===== src/rtl/spi_frame_engine_if.sv =====
`default_nettype none
// ============================================================================
//  Module      : spi_frame_engine_if
//  Description : Bundle of the conditioned SPI inputs, the memory access
//                port and the MISO pad signals of spi_frame_engine.
//                  cs_n, sclk_pos, sclk_neg, mosi : conditioned SPI inputs
//                  mem_addr, mem_wr_en, mem_wr_data,
//                  mem_rd_en, mem_rd_data         : memory access port
//                  miso, miso_oe                  : MISO pad
//                  busy                           : frame in progress
//                slave  = frame engine side, master = environment side.
//  Revision    : 1.0  initial release
// ============================================================================
interface spi_frame_engine_if #(
    parameter int ADDRW = 7,
    parameter int DATAW = 8
);
    logic             cs_n;
    logic             sclk_pos;
    logic             sclk_neg;
    logic             mosi;
    logic [ADDRW-1:0] mem_addr;
    logic             mem_wr_en;
    logic [DATAW-1:0] mem_wr_data;
    logic             mem_rd_en;
    logic [DATAW-1:0] mem_rd_data;
    logic             miso;
    logic             miso_oe;
    logic             busy;

    modport slave (
        input  cs_n, sclk_pos, sclk_neg, mosi, mem_rd_data,
        output mem_addr, mem_wr_en, mem_wr_data, mem_rd_en, miso, miso_oe, busy
    );

    modport master (
        output cs_n, sclk_pos, sclk_neg, mosi, mem_rd_data,
        input  mem_addr, mem_wr_en, mem_wr_data, mem_rd_en, miso, miso_oe, busy
    );
endinterface
`default_nettype wire


===== src/rtl/spi_frame_engine.sv =====
`default_nettype none
// ============================================================================
//  Module      : spi_frame_engine
//  Description : Decodes SPI mode-0 frames (ADDRW address bits, one R/W bit
//                with 1 = read, then DATAW data bits, MSB first) into memory
//                accesses. Writes issue a single mem_wr_en strobe; reads
//                issue mem_rd_en, capture the byte one clock later and shift
//                it out on MISO at SCLK falling edges.
//  Ports       : clk   - system clock, rising edge
//                reset - asynchronous, active-high
//                bus   - spi_frame_engine_if.slave (SPI inputs, memory port,
//                        MISO pad, busy)
//  Revision    : 1.0  initial release
// ============================================================================
module spi_frame_engine #(
    parameter int ADDRW = 7,
    parameter int DATAW = 8
) (
    input  wire logic             clk,
    input  wire logic             reset,
    spi_frame_engine_if.slave     bus
);

    // Shift register must hold the address plus R/W bit as well as a data byte.
    localparam int SW = (ADDRW + 1 > DATAW) ? (ADDRW + 1) : DATAW;
    localparam int CW = $clog2(ADDRW + DATAW + 1);

    // Counter value seen on the edge that carries the R/W bit / last data bit.
    localparam logic [CW-1:0] ADDR_LAST = CW'(ADDRW);
    localparam logic [CW-1:0] DATA_LAST = CW'(ADDRW + DATAW);

    typedef enum logic [2:0] {
        IDLE   = 3'd0,
        ADDR   = 3'd1,
        RDREQ  = 3'd2,
        RDLOAD = 3'd3,
        READ   = 3'd4,
        WRITE  = 3'd5,
        DONE   = 3'd6
    } state_t;

    state_t           state;
    logic [SW-1:0]    shreg;
    logic [CW-1:0]    cnt;
    logic [ADDRW-1:0] addr_q;
    logic [DATAW-1:0] wr_data_q;
    logic             wr_en_q;
    logic             rd_en_q;
    logic             miso_q;
    logic             miso_oe_q;

    always_ff @(posedge clk or posedge reset) begin
        if (reset) begin
            state     <= IDLE;
            shreg     <= '0;
            cnt       <= '0;
            addr_q    <= '0;
            wr_data_q <= '0;
            wr_en_q   <= 1'b0;
            rd_en_q   <= 1'b0;
            miso_q    <= 1'b0;
            miso_oe_q <= 1'b0;
        end else begin
            // Strobes are single-cycle; they are re-armed only by a transition.
            wr_en_q <= 1'b0;
            rd_en_q <= 1'b0;

            if (bus.cs_n) begin
                // Deselect wins over any same-cycle SCLK pulse.
                state     <= IDLE;
                cnt       <= '0;
                miso_q    <= 1'b0;
                miso_oe_q <= 1'b0;
            end else begin
                case (state)
                    IDLE: begin
                        state <= ADDR;
                        cnt   <= '0;
                    end

                    ADDR: begin
                        if (bus.sclk_pos) begin
                            shreg <= {shreg[SW-2:0], bus.mosi};
                            cnt   <= cnt + CW'(1);
                            if (cnt == ADDR_LAST) begin
                                // mosi carries R/W; the address is already in shreg.
                                addr_q <= shreg[ADDRW-1:0];
                                if (bus.mosi) begin
                                    state   <= RDREQ;
                                    rd_en_q <= 1'b1;
                                end else begin
                                    state   <= WRITE;
                                end
                            end
                        end
                    end

                    RDREQ: begin
                        state <= RDLOAD;
                    end

                    RDLOAD: begin
                        shreg     <= SW'(bus.mem_rd_data);
                        miso_oe_q <= 1'b1;
                        state     <= READ;
                    end

                    READ: begin
                        // A coincident rising pulse takes precedence, and READ
                        // has nothing to do on a rising pulse.
                        if (bus.sclk_neg && !bus.sclk_pos) begin
                            miso_q <= shreg[DATAW-1];
                            shreg  <= shreg << 1;
                            if (cnt == DATA_LAST) begin
                                state <= DONE;
                            end else begin
                                cnt <= cnt + CW'(1);
                            end
                        end
                    end

                    WRITE: begin
                        if (bus.sclk_pos) begin
                            shreg <= {shreg[SW-2:0], bus.mosi};
                            if (cnt == DATA_LAST) begin
                                wr_data_q <= {shreg[DATAW-2:0], bus.mosi};
                                wr_en_q   <= 1'b1;
                                state     <= DONE;
                            end else begin
                                cnt <= cnt + CW'(1);
                            end
                        end
                    end

                    DONE: begin
                        state <= DONE;
                    end

                    default: begin
                        state <= IDLE;
                    end
                endcase
            end
        end
    end

    assign bus.mem_addr    = addr_q;
    assign bus.mem_wr_en   = wr_en_q;
    assign bus.mem_wr_data = wr_data_q;
    assign bus.mem_rd_en   = rd_en_q;
    assign bus.miso        = miso_q;
    assign bus.miso_oe     = miso_oe_q;
    assign bus.busy        = (state != IDLE);

endmodule
`default_nettype wire

===== src/flat_wrapper.sv =====
// flat-port wrapper written by rule: the top's interface ports become plain ports
module spi_frame_engine_flat 
#(
    parameter int ADDRW = 7,
    parameter int DATAW = 8
)
  (clk, reset, bus_cs_n, bus_sclk_pos, bus_sclk_neg, bus_mosi, bus_mem_rd_data, bus_mem_addr, bus_mem_wr_en, bus_mem_wr_data, bus_mem_rd_en, bus_miso, bus_miso_oe, bus_busy);
  spi_frame_engine_if #(.ADDRW(ADDRW), .DATAW(DATAW)) bus_i ();
  input  wire logic clk;
  input  wire logic reset;
  input wire logic [$bits(bus_i.cs_n)-1:0] bus_cs_n;
  input wire logic [$bits(bus_i.sclk_pos)-1:0] bus_sclk_pos;
  input wire logic [$bits(bus_i.sclk_neg)-1:0] bus_sclk_neg;
  input wire logic [$bits(bus_i.mosi)-1:0] bus_mosi;
  input wire logic [$bits(bus_i.mem_rd_data)-1:0] bus_mem_rd_data;
  output wire logic [$bits(bus_i.mem_addr)-1:0] bus_mem_addr;
  output wire logic [$bits(bus_i.mem_wr_en)-1:0] bus_mem_wr_en;
  output wire logic [$bits(bus_i.mem_wr_data)-1:0] bus_mem_wr_data;
  output wire logic [$bits(bus_i.mem_rd_en)-1:0] bus_mem_rd_en;
  output wire logic [$bits(bus_i.miso)-1:0] bus_miso;
  output wire logic [$bits(bus_i.miso_oe)-1:0] bus_miso_oe;
  output wire logic [$bits(bus_i.busy)-1:0] bus_busy;
  assign bus_i.cs_n = bus_cs_n;
  assign bus_i.sclk_pos = bus_sclk_pos;
  assign bus_i.sclk_neg = bus_sclk_neg;
  assign bus_i.mosi = bus_mosi;
  assign bus_i.mem_rd_data = bus_mem_rd_data;
  assign bus_mem_addr = bus_i.mem_addr;
  assign bus_mem_wr_en = bus_i.mem_wr_en;
  assign bus_mem_wr_data = bus_i.mem_wr_data;
  assign bus_mem_rd_en = bus_i.mem_rd_en;
  assign bus_miso = bus_i.miso;
  assign bus_miso_oe = bus_i.miso_oe;
  assign bus_busy = bus_i.busy;
  spi_frame_engine #(.ADDRW(ADDRW), .DATAW(DATAW)) u_core (.clk(clk), .reset(reset), .bus(bus_i));
endmodule

===== config.mk =====
export PLATFORM = sky130hd
export DESIGN_NAME = spi_frame_engine_flat
export DESIGN_NICKNAME = d
export VERILOG_FILES = /design/src/rtl/spi_frame_engine_if.sv /design/src/rtl/spi_frame_engine.sv /design/src/flat_wrapper.sv
export SDC_FILE = /design/constraint.sdc
export NUM_CORES = 1
export LEC_CHECK = 0
export ABC_AREA = 1
export CAP_MARGIN = 30
export CELL_PAD_IN_SITES_DETAIL_PLACEMENT = 0
export CELL_PAD_IN_SITES_GLOBAL_PLACEMENT = 1
export CORE_MARGIN = 4
export CORE_UTILIZATION = 40
export CTS_CLUSTER_DIAMETER = 100
export CTS_CLUSTER_SIZE = 40
export DETAILED_ROUTE_END_ITERATION = 6
export PLACE_DENSITY_LB_ADDON = 0.1
export RECOVER_POWER = 25
export SYNTH_ARGS = -nofsm -noshare
export SYNTH_HDL_FRONTEND = slang
export SYNTH_SLANG_ARGS = --single-unit

===== constraint.sdc =====
create_clock -name clk -period 4.15 [get_ports clk]
set_clock_uncertainty 0.05 [all_clocks]
set_input_delay 0.83 -clock clk [delete_from_list [all_inputs] [get_ports clk]]
set_output_delay 0.83 -clock clk [all_outputs]
set_load 0.01 [all_outputs]

==> key figures <==
Floorplanning
  – Initial Util: 0.421
  – Die footprint: 5410 um2
  – CORE AREA: 4090 um2
  – Rows: 23
  – Die Span Y: 73.6 um
  – Die X: 73.6 um
  – IO Pins: 34

Detailed routing
  – Post-Route WL: 3730 um
  – Routed Antenna Nets: 0
  – Routed vias/inst: 4.88
  – DR pass1 iterations: 4
  – WL per Instance: 12.7 um
  – Initial DRC count: 124
  – Vias: 1434
  – Residual DRC: 0

Synthesis
  – Syn Nets: 224
  – EDFF count, synth: 0
  – Synth warnings: 0
  – Synth async-reset ratio: 1.00
  – Register area share after synthesis: 0.495
  – Synth Flop Type: dfrtp_1
  – Library cells used by synthesis: 26
  – Mapped Cells: 209
  – Cell Area, Synth: 1720 um2
  – Synthesized area per cell: 8.23 um2
  – Flops & latches, synth: 34

Worst setup path
  – Top delay family on crit path: buffers and inverters
  – Crit path DAT: 2.72 ns
  – Worst Path Required: 4.14 ns
  – Crit-path max cell delay: 1.30 ns
  – Critical path endpoint category: async pin
  – Crit-path cells: dlygate4sd3_1 -> inv_1 -> clkbuf_1
  – Worst Path Buf+Inv: 3
  – CP Launch Type: input pin
  – Worst-path maximum fanout: 34
  – Worst Path Class, Setup: in -> async
  – CP max-delay cell: clkbuf_1

Placed design
  – Routability congestion estimate: 0.794
  – PortBufs: 33
  – HPWL after detailed placement: 2840 um
  – DP Worst Slack: 1.59 ns
  – Placed Cells: 287

Layout
  – Fill count: 387
  – Final #Nets: 259
  – Area growth syn-to-layout: 24.7%
  – Finished Layout Cells: 294
  – Share of layout cells above drive strength 1: 0.119
  – Antenna cells: 0

STA
  – Worst-Margin Slew: 1.82 ns
  – Final WS setup: 1.42 ns
  – Max-slew violation count: 35
  – Max Freq: 0.366 GHz
  – Final hold vios: 0
  – Setup-failing EPs final: 0
  – Setup TNS: 0 ns
  – Final worst-path cycle share: 0.658
  – Relative slew margins: -0.215
  – Minimum clock period: 2.73 ns
  – RSZ-0062 raised after global routing: no

Global routing
  – Largest net degree at the start of global routing: 35
  – Initial antenna violation count: 0
  – Vias in the first global route: 1397
  – GRT Total Usage: 0.154
  – Global-route wire length before repair: 6370 um
  – Overflow after GRT: 0

Clock tree
  – Maximum clock path buffer count: 2
  – TritonCTS clock tree: built
  – Cts repair resizes: 0
  – Root Driver: clkbuf_8
  – Post-CTS setup buffer count: 0
  – CTS Sinks: 34
  – Inserted Clock Buffers: 5
  – # hold bufs at CTS: 0
  – Clock network latency to the later pin of the worst-skew pair: 0.28 ns
  – Worst-path clk slew: 0.06 ns
  – H-tree depth: 2

Status
  – Status: complete, but fails checks
  – Violated checks: capacitance limit, slew limit

Job
  – Max-Cap Viols: 1

Min path
  – Hold crit path type: reg -> reg

Pwr
  – Pwr/cell area: 506 nW/um2
  – Leak: 1.04 nW
  – Worst vdd ir: 0.000181 V
## synthesized netlist by cell type, types with 2 or more instances
master	instances	area share
nand2_2	5	0.018
nand3_1	14	0.041
o21bai_1	4	0.017
buf_6	3	0.020
o21ai_0	14	0.041
dfrtp_1	34	0.49
inv_2	3	0.0065
nor3_1	3	0.0087
o21ai_2	8	0.041
nor2_1	17	0.037
inv_1	20	0.044
o21ai_1	10	0.029
buf_2	2	0.0058
nand2_1	60	0.13
## power breakdown
part / internal, mW / leakage (nW) / switching [mW]
logic: 0.141 / 0.538 / 0.272
registers: 0.391 / 0.459 / 0.0571
clock network: 0.112 / 0.0438 / 0.112
## placed cells by master (no fill, tap or decap), types with 2 or more instances in the layout
| cell type | netlist | layout |
|---|---|---|
| o21ai_0 | 14 | 14 |
| nand2_1 | 60 | 60 |
| o21bai_1 | 4 | 4 |
| nor2_1 | 17 | 17 |
| clkdlybuf4s50_1 | 0 | 32 |
| o21ai_1 | 10 | 10 |
| dfrtp_1 | 34 | 34 |
| inv_2 | 3 | 3 |
| inv_1 | 20 | 20 |
| o21ai_2 | 8 | 8 |
| nor3_1 | 3 | 3 |
| nand3_1 | 14 | 14 |
| clkbuf_8 | 0 | 5 |
| nand2_2 | 5 | 5 |
| clkinv_2 | 0 | 2 |
## worst register-to-register path, cell delays in order (launching register included)
cell	delay, ns
dfrtp_1	0.43
ha_1	0.19
nand2_1	0.09
nor2_1	0.17
nand3_1	0.40
o21ai_0	0.31
## flip-flops by register name (all words and copies together), names as in the netlist
register	flops
u_core.bus.mem_wr_data	8
u_core.shreg	8
u_core.bus.mem_addr	7
u_core.cnt	4
u_core.state	3
u_core.bus.mem_rd_en	1
u_core.bus.mem_wr_en	1
u_core.bus.miso	1
u_core.bus.miso_oe	1
## cells by family (layout without fill, tap and decap cells)
family,after synthesis,after routing,synth area share
AOI/OAI and AO/OA,39,39,0.145
DFF,34,34,0.495
and+or+nand+nor,106,106,0.273
adders and majority gates,1,1,0.00728
buffers and inverters,29,64,0.0801
## cell type report
class | instances | area [um2] | share of cell area
Clock inverter | 2 | 10.0 | 0.00467
Tap cell | 50 | 62.6 | 0.0292
Clock buffer | 5 | 68.8 | 0.0321
Sequential cell | 34 | 851 | 0.397
Timing Repair Buffer | 34 | 334 | 0.156
Inverter | 23 | 86.3 | 0.0403
Multi-Input combinational cell | 146 | 731 | 0.341
## path summary, 6_finish.rpt
check / start / endpoint / slack (ns) / depth (start not counted)
worst min register to register: u_core.bus.mem_wr_data[3]$_DFFE_PP0P_ / u_core.bus.mem_wr_data[3]$_DFFE_PP0P_ / 0.43 / 2
min in group asynchronous: reset / u_core.state[2]$_DFFE_PP0P_ / 1.58 / 3
worst max-delay path: reset / u_core.shreg[1]$_DFFE_PP0P_ / 1.42 / 3
worst min-delay path: u_core.bus.mem_wr_data[3]$_DFFE_PP0P_ / u_core.bus.mem_wr_data[3]$_DFFE_PP0P_ / 0.43 / 2
worst max register to register: u_core.cnt[0]$_DFFE_PP0P_ / u_core.bus.mem_addr[4]$_DFFE_PP0P_ / 2.42 / 5
max in group clk: u_core.state[1]$_DFFE_PP0P_ / bus_busy / 1.73 / 3
## per-layer routing
layer  vias up  GRT usage  wire, um
met5         -          0         0
met4         0     0.0483        27
met3         2     0.0438       222
met2        34      0.234      1610
met1       657      0.212      1870
li1        741          -         -
## stage by stage
step	hold WS [ns]	total power, mW	cell area (um2)	utilization
floorplan	0.409	0.781	1720	-
global placement	0.417	0.866	2070	0.506
detailed placement	0.419	0.874	2070	0.506
CTS	0.436	1.10	2150	0.525
global route	0.455	1.18	2140	0.524
finish	0.431	1.09	2140	0.524
Power figures use the tool's default switching activity.
